### config.mk
export PLATFORM = sky130hd
export DESIGN_NAME = stage_arbiter
export DESIGN_NICKNAME = d
export VERILOG_FILES = /design/src/rtl/stage_arb_pkg.sv /design/src/rtl/rr_pick.sv /design/src/rtl/stage_arbiter.sv
export SDC_FILE = /design/constraint.sdc
export NUM_CORES = 1
export LEC_CHECK = 0
export BUFFER_PORTS_ARGS = -buffer_cell sky130_fd_sc_hd__buf_2
export CAP_MARGIN = 0
export CORE_MARGIN = 2
export CORE_UTILIZATION = 40
export CTS_BUF_LIST = sky130_fd_sc_hd__clkbuf_8
export CTS_CLUSTER_SIZE = 14
export DETAILED_ROUTE_END_ITERATION = 8
export PLACE_DENSITY = 0.72
export SYNTH_ARGS = -nofsm -noshare
export SYNTH_HDL_FRONTEND = slang
export SYNTH_SLANG_ARGS = --single-unit
### constraint.sdc
create_clock -name clk -period 2.92 [get_ports clk]
set_input_delay 0.146 -clock clk [delete_from_list [all_inputs] [get_ports clk]]
set_output_delay 0.146 -clock clk [all_outputs]
set_load 0.02 [all_outputs]
### src/rtl/stage_arb_pkg.sv
// Shared types and constants for the round-robin stage arbiter.
package stage_arb_pkg;

  typedef enum logic {IDLE, LOCKED} arb_state_t;

  typedef logic [15:0] xfer_cnt_t;

  localparam int RR_MAX_REQ = 8;
  // Burst counter width; holds BURST values up to 15.
  localparam int BEATS_W = 4;

  // Index width used by the round-robin search; never narrower than one bit.
  function automatic int rr_idx_w(input int n);
    return (n > 1) ? $clog2(n) : 1;
  endfunction

endpackage

### src/rtl/rr_pick.sv
// Combinational round-robin search: first set request after start, with wrap,
// optionally skipping one index unless it is the only request present.
module rr_pick import stage_arb_pkg::*; #(
  parameter int N  = 4,
  parameter int IW = rr_idx_w(N)
) (
  input  logic [N-1:0]  req,
  input  logic [IW-1:0] start,
  input  logic [IW-1:0] exclude_idx,
  input  logic          exclude_en,
  output logic          found,
  output logic [IW-1:0] index
);

  logic [N-1:0]  excl;
  logic [N-1:0]  cand;
  logic [IW-1:0] pos;

  // NOTE: every variable gets a default before any branch so no latch is inferred.
  always_comb begin
    excl  = '0;
    found = 1'b0;
    index = '0;
    pos   = '0;
    if (exclude_en) excl[exclude_idx] = 1'b1;
    cand = ((req & ~excl) != '0) ? (req & ~excl) : req;
    // Walk from farthest to nearest so the nearest hit is the last one written.
    for (int k = N; k >= 1; k--) begin
      pos = IW'((int'(start) + k) % N);
      if (cand[pos]) begin
        found = 1'b1;
        index = pos;
      end
    end
  end

endmodule

### src/rtl/stage_arbiter.sv
// Round-robin arbiter feeding one registered output stage, with per-owner
// burst locking and a wrapping count of accepted beats.
module stage_arbiter import stage_arb_pkg::*; #(
  parameter int N_REQ = 4,
  parameter int WIDTH = 8,
  parameter int BURST = 2
) (
  input  logic                       clk,
  input  logic                       rst,
  input  logic [N_REQ-1:0]           req_valid,
  input  logic [N_REQ*WIDTH-1:0]     req_data,
  output logic [N_REQ-1:0]           req_ready,
  output logic                       out_valid,
  output logic [WIDTH-1:0]           out_data,
  output logic [$clog2(N_REQ)-1:0]   out_id,
  input  logic                       out_ready,
  output logic [15:0]                xfer_cnt
);

  localparam int IW = rr_idx_w(N_REQ);

  arb_state_t         state, state_next;
  logic [IW-1:0]      ptr, ptr_next;
  logic [IW-1:0]      owner, owner_next;
  logic [BEATS_W-1:0] beats, beats_next;
  logic               load, regrant, take, found;
  logic [IW-1:0]      pick, win, search_start;
  logic [N_REQ-1:0]   grant;
  logic [WIDTH-1:0]   sel_data;
  xfer_cnt_t          cnt_next;

  // Leaving a lock restarts the search just after the old owner.
  assign search_start = (state == LOCKED) ? owner : ptr;

  rr_pick #(.N(N_REQ), .IW(IW)) u_pick (
    .req         (req_valid),
    .start       (search_start),
    .exclude_idx (owner),
    .exclude_en  (state == LOCKED),
    .found       (found),
    .index       (pick)
  );

  always_comb begin
    state_next = state;
    ptr_next   = ptr;
    owner_next = owner;
    beats_next = beats;
    take       = 1'b0;
    win        = owner;
    grant      = '0;
    load       = !out_valid || out_ready;
    regrant    = (state == LOCKED) && req_valid[owner] && (beats < BEATS_W'(BURST));
    if (load) begin
      if (regrant) begin
        take       = 1'b1;
        beats_next = beats + 1'b1;
      end else begin
        if (state == LOCKED) ptr_next = owner;
        if (found) begin
          take       = 1'b1;
          win        = pick;
          state_next = LOCKED;
          owner_next = pick;
          beats_next = BEATS_W'(1);
        end else begin
          state_next = IDLE;
          beats_next = '0;
        end
      end
    end
    if (take && !rst) grant[win] = 1'b1;
  end

  assign req_ready = grant;
  assign cnt_next  = xfer_cnt + 16'd1;

  always_comb begin
    sel_data = '0;
    for (int i = 0; i < N_REQ; i++) begin
      if (win == IW'(i)) sel_data = req_data[i*WIDTH +: WIDTH];
    end
  end

  // NOTE: state registers use non-blocking assignments so every flop samples pre-edge values.
  always_ff @(posedge clk) begin
    if (rst) begin
      state     <= IDLE;
      ptr       <= IW'(N_REQ - 1);
      owner     <= '0;
      beats     <= '0;
      out_valid <= 1'b0;
      out_data  <= '0;
      out_id    <= '0;
      xfer_cnt  <= '0;
    end else begin
      state <= state_next;
      ptr   <= ptr_next;
      owner <= owner_next;
      beats <= beats_next;
      if (load) begin
        out_valid <= take;
        if (take) begin
          out_data <= sel_data;
          out_id   <= win;
          xfer_cnt <= cnt_next;
        end
      end
    end
  end

endmodule

Yosys cells after proc, flatten, opt, wreduce, memory -nomap -nowiden --
Cells that the tools add are included.
Cells by class: add/subtract/negate cells 6, magnitude comparators 9, equal/unequal tests 3, muxes and demuxes 38, bitwise gates (word level) 3, reduce and logical (&&, ||, !) cells 12
Operators by type and width (number):
- 8-bit 2-to-1 mux | 4
- 2-bit by 3-bit less-than comparator with 1-bit output, second input constant | 6
- 16-bit by 1-bit adder with 16-bit output, second input constant | 1
- 2-bit 2-to-1 mux | 8
- 4-bit 2-to-1 mux | 4
- 1-bit 2-to-1 mux | 15
- 1-bit binary-select mux with 2-bit select | 5
- 1-bit logical AND | 5
- 2-bit by 1-bit adder with 2-bit output, second input constant | 2
- 2-bit adder, second input constant | 2
- 4-bit by 1-bit adder with 4-bit output, second input constant | 1
- 4-bit bitwise AND | 1
- 1-bit demux with 2-bit select | 2
- 2-bit equality test, second input constant | 2
- 2-bit by 1-bit >= comparator with 1-bit output, second input constant | 2
- 4-bit by 2-bit less-than comparator with 1-bit output, second input constant | 1
- 4-bit NOT | 1
- 2-bit AND reduction | 2
- 4-bit nonzero test | 1
- 2-bit by 1-bit equality test with 1-bit output, second input constant | 1
- 1-bit zero test | 2
- 2-bit zero test | 1
- 1-bit logical OR | 1
- 1-bit NOT | 1
Storage, ports and cells: flip-flop bits (word level) 36, input port bits 39, output and inout port bits 31, word-level logic and storage cells 79

Longest topological paths before layout --
depth in word-level cells 23, depth in mapped cells 10, depth with buffers taken out 7

By module --
From an unflattened synthesis, not the netlist that was laid out.
Second synthesis, totals: cells, all modules 224, area, all modules 1999.4 um^2
Modules (own cells, without submodules):
- stage_arbiter | times used 1, cells each 195, area an instance 1806.7 um^2, seq. area each 720.7 um^2
- rr_pick | times used 1, cells each 29, area an instance 192.7 um^2, seq. area each 0.0 um^2

Worst setup path after synthesis --
OpenSTA, ideal clock, no wires.
kind reg-to-output, start register owner[0], end output port req_ready[0], arrival 2.408 ns, data required time 2.774 ns, slack 0.366 ns, cell stages (with the launch flop) 8, path buffers 1, cell sequence dfxtp_1 > mux4_2 > a21o_1 > a41oi_4 > o211ai_2 > and2_4 > buf_12 > nor3_1
Between the ends: word-level cells in the longest chain between the ends 23, elaborated cells between the ends (all ways) 48, those cells by class 4 x add/sub; 4 x order compare; 32 x mux; 2 x bitwise; 6 x reduce/logical
Ends and longest elaborated chain:
- start, declared | RTL line stage_arbiter.sv:24 | logic [IW-1:0] owner, owner_next;
- start signal, assigned | RTL line stage_arbiter.sv:99 | owner <= owner_next;
- 2-bit by 3-bit less-than comparator with 1-bit output (not written as such) / 2-bit by 1-bit >= comparator with 1-bit output (equally long branches) | RTL line rr_pick.sv:25 | if (exclude_en) excl[exclude_idx] = 1'b1;
- 1-bit logical AND (not written as such) | RTL line rr_pick.sv:25
- 1-bit 2-to-1 mux (not written as such) | RTL line rr_pick.sv:25
- 1-bit demux with 2-bit select
- 4-bit 2-to-1 mux | RTL line rr_pick.sv:25
- 4-bit NOT | RTL line rr_pick.sv:26 | cand = ((req & ~excl) != '0) ? (req & ~excl) : req;
- 4-bit bitwise AND | RTL line rr_pick.sv:26
- 4-bit nonzero test | RTL line rr_pick.sv:26
- [... 3 more ...]
- 2-bit 2-to-1 mux / 1-bit 2-to-1 mux (equally long branches) (4 in a row) | RTL line rr_pick.sv:30 | if (cand[pos]) begin
- 2-bit 2-to-1 mux (2 in a row)
- 2-bit 2-to-1 mux | RTL line stage_arbiter.sv:54 | if (load) begin
- 2-bit by 3-bit less-than comparator with 1-bit output (not written as such) / 2-bit by 1-bit >= comparator with 1-bit output (equally long branches) | RTL line stage_arbiter.sv:72 | if (take && !rst) grant[win] = 1'b1;
- 1-bit logical AND (not written as such) | RTL line stage_arbiter.sv:72
- 1-bit 2-to-1 mux (not written as such) | RTL line stage_arbiter.sv:72
- 1-bit demux with 2-bit select | RTL line stage_arbiter.sv:72
- 4-bit 2-to-1 mux (*) | RTL line stage_arbiter.sv:72
- end, declared | RTL line stage_arbiter.sv:12 | output logic [N_REQ-1:0] req_ready,
Mark *: on every way between the ends. The rest lies on a longest branch, timed or not. The select of a mux whose other input is x is not followed.

Final worst setup path --
Ends and elaborated chain as after synthesis.

==> metrics <==
setup violators final 0; Die Span X 76.0 um; Synth async-reset ratio 0; CTS root buf clkbuf_8; syn nets 277; Post-synth EDFFs 0; ranking of synthesized cells by area dfxtp_1 35%, mux2i_1 5.8%, nand2_1 4.7%, nor2_1 4.7%, xnor2_1 3.8%; Post-Syn Area 0.00207 mm2; Vias 1940; Die Area 0.00577 mm2; Final Hold Viols 0; Yosys top cell area share 0.348; Post-layout nets 344; drt total wl 4.75 mm; Area after DPL 0.00243 mm2; fin crit share 0.944; Setup crit end kind output port; Seq cells post-synth 36; 1st-pass router iterations 4; CTS Buf Count 5; commonest non-fill, non-tap cell in the layout buf_2; Port-buffer cells 69; Yosys Warn Count 0; Layout area overhead 23.6%; commonest cells after routing, fill and taps aside 69 x buf_2, 34 x dfxtp_1, 26 x nand2_1, 26 x nor2_1; # rows 26; Yosys top cell by area dfxtp_1; ratio of cells with drive above 1 in the final layout 0.316; RD Place Congestion 0.770; drt initial violations 53; Final Cell Area 0.00256 mm2; initial antenna violation count 0; Final Skew 0.00860 ns; CTS tree done; residual DRC count 0; Crit Path Max Fanout 18; vias in the first global route 1777; status complete, no violations; Cells after Synth 236; wire per inst 12.7 um; Core Area 0.00504 mm2; Critical Setup Path Class flip-flop to output port; Overall Global Routing Usage 0.168; unrepaired setup endpoints after global routing no; Slew Viols, Final 0; Congestion Overflow GR 0; top-level port count 70; Hold WC Path Type primary input to flip-flop; Final HPWL DP 3.50 mm; Seq/Total Area, Yosys 0.348; Final Hold Slack 0.157 ns; clock latency on the worst-skew pair 0.29 ns; antenna-violating nets left 0; CTS Buffer Depth 2; first-pass GRT wire length 8.02 mm; startpoint types flip-flop; Pwr Density 591 mW/mm2; Yosys cell types 53; Leak Pwr 1.14 nW; minimum clock period 2.76 ns; Setup Fix Bufs, Post-CTS 0; Worst Path Arrival 2.61 ns; actual slew at the worst max-slew pin 0.640 ns; Avg Inst Size Synth 8.78 um2; largest net degree at the start of global routing 24; highest routed layer met4; Sum Neg Setup Slack 0 ns; n_diodes 0; CTS clk-pin slew, worst paths 0.07 ns; max-slew headroom at the worst pin 0.570; Core Util, Final 0.508; Max VDD drop 0.276 mV; setup ws final 0.163 ns; metal3 WL 239 um; Die Y-Extent 76.0 um; maximum capacitance violations 0; Worst EP required 2.77 ns; Via density 5.19; Hold-fix buffers, CTS 0; Place WS 0.192 ns; htree depth 2; Max Freq 363 MHz; Starting Density 0.411; WL met2 2.30 mm; WL met1 2.15 mm; predominant post-synthesis flop cell dfxtp_1; clock sinks 36
[power breakdown]
| part | leakage, nW | internal (mW) | switching (mW) | total (mW) |
|---|---|---|---|---|
| registers | 0.295 | 0.547 | 0.0460 | 0.593 |
| clock network | 0.0593 | 0.250 | 0.187 | 0.437 |
| logic | 0.790 | 0.203 | 0.282 | 0.485 |
[metrics by stage]
step	instances	power [mW]
5_1_grt	374	1.60
2_1_floorplan	236	0.973
3_3_place_gp	366	1.07
6_report	374	1.51
3_5_place_dp	366	1.08
4_1_cts	374	1.52
[critical path, stage by stage (launching register included)]
cell      delay, ns
dfxtp_2        0.40
mux4_2         0.52
a21o_1         0.24
a41oi_4        0.29
o211ai_4       0.21
and2_4         0.29
nor3_1         0.18
buf_2          0.19
[cell type report]
type                            instances  area, um2
Inverter                                3       11.3
Clock buffer                            5       68.8
Sequential cell                        36        723
Tap cell                               70       87.6
Fill cell                             492       2480
Clock inverter                          3       38.8
Timing Repair Buffer                   70        353
Multi-Input combinational cell        187       1280
[worst paths after layout]
kind                           from                        to  slack [ns]  depth (start not counted)
min                    req_data[21]  out_data[5]$_SDFFE_PP0P_        0.16                          3
max reg2reg     owner[0]$_SDFF_PP0_  out_data[0]$_SDFFE_PP0P_        0.47                          7
max             owner[0]$_SDFF_PP0_              req_ready[0]        0.16                          7
min reg2reg  out_id[0]$_SDFFE_PP0P_    out_id[0]$_SDFFE_PP0P_        0.46                          2
[what timing repair did]
| item | CTS | global route |
|---|---|---|
| endpoints found under the hold margin | 0 | 0 |
| gates resized for setup | 2 | 5 |
| endpoints found under the setup margin | 3 | 4 |
[metal layers]
layer  up-vias  track usage
li1        978            -
met3         6       0.0403
met4         0       0.0691
met2        58        0.291
met5         -            0
met1       898        0.200
[cells in the mapped netlist, drive strengths merged (2+ instances only)]
master	instances
buf	7
nor2b	2
mux2	2
xnor2	9
xor2	8
nor3	9
inv	3
a21o	2
and3	12
clkbuf	3
or2	3
o21ai	13
mux2i	12
and2	2
nor2	26
a21oi	7
o211ai	10
nand3	6
nand4	5
o211a	2
ha	2
nand2	26
dfxtp	36
a41oi	2
a21boi	8
[registers in the layout, indices dropped and copies added, names as in the netlist]
name / cells
beats: 4
out_data: 8
out_id: 2
out_valid: 1
owner: 2
ptr: 2
state: 1
xfer_cnt: 16
[logic make-up after synthesis]
logic type | share of synthesized area
and+or+nand+nor | 0.239
AOI/OAI and AO/OA | 0.204
DFF | 0.348
xor gates and xnor gates | 0.0719
muxes | 0.0797
buffers and inverters | 0.0465
adders and majority gates | 0.0121
No activity file was read; power rests on OpenSTA's default activity.
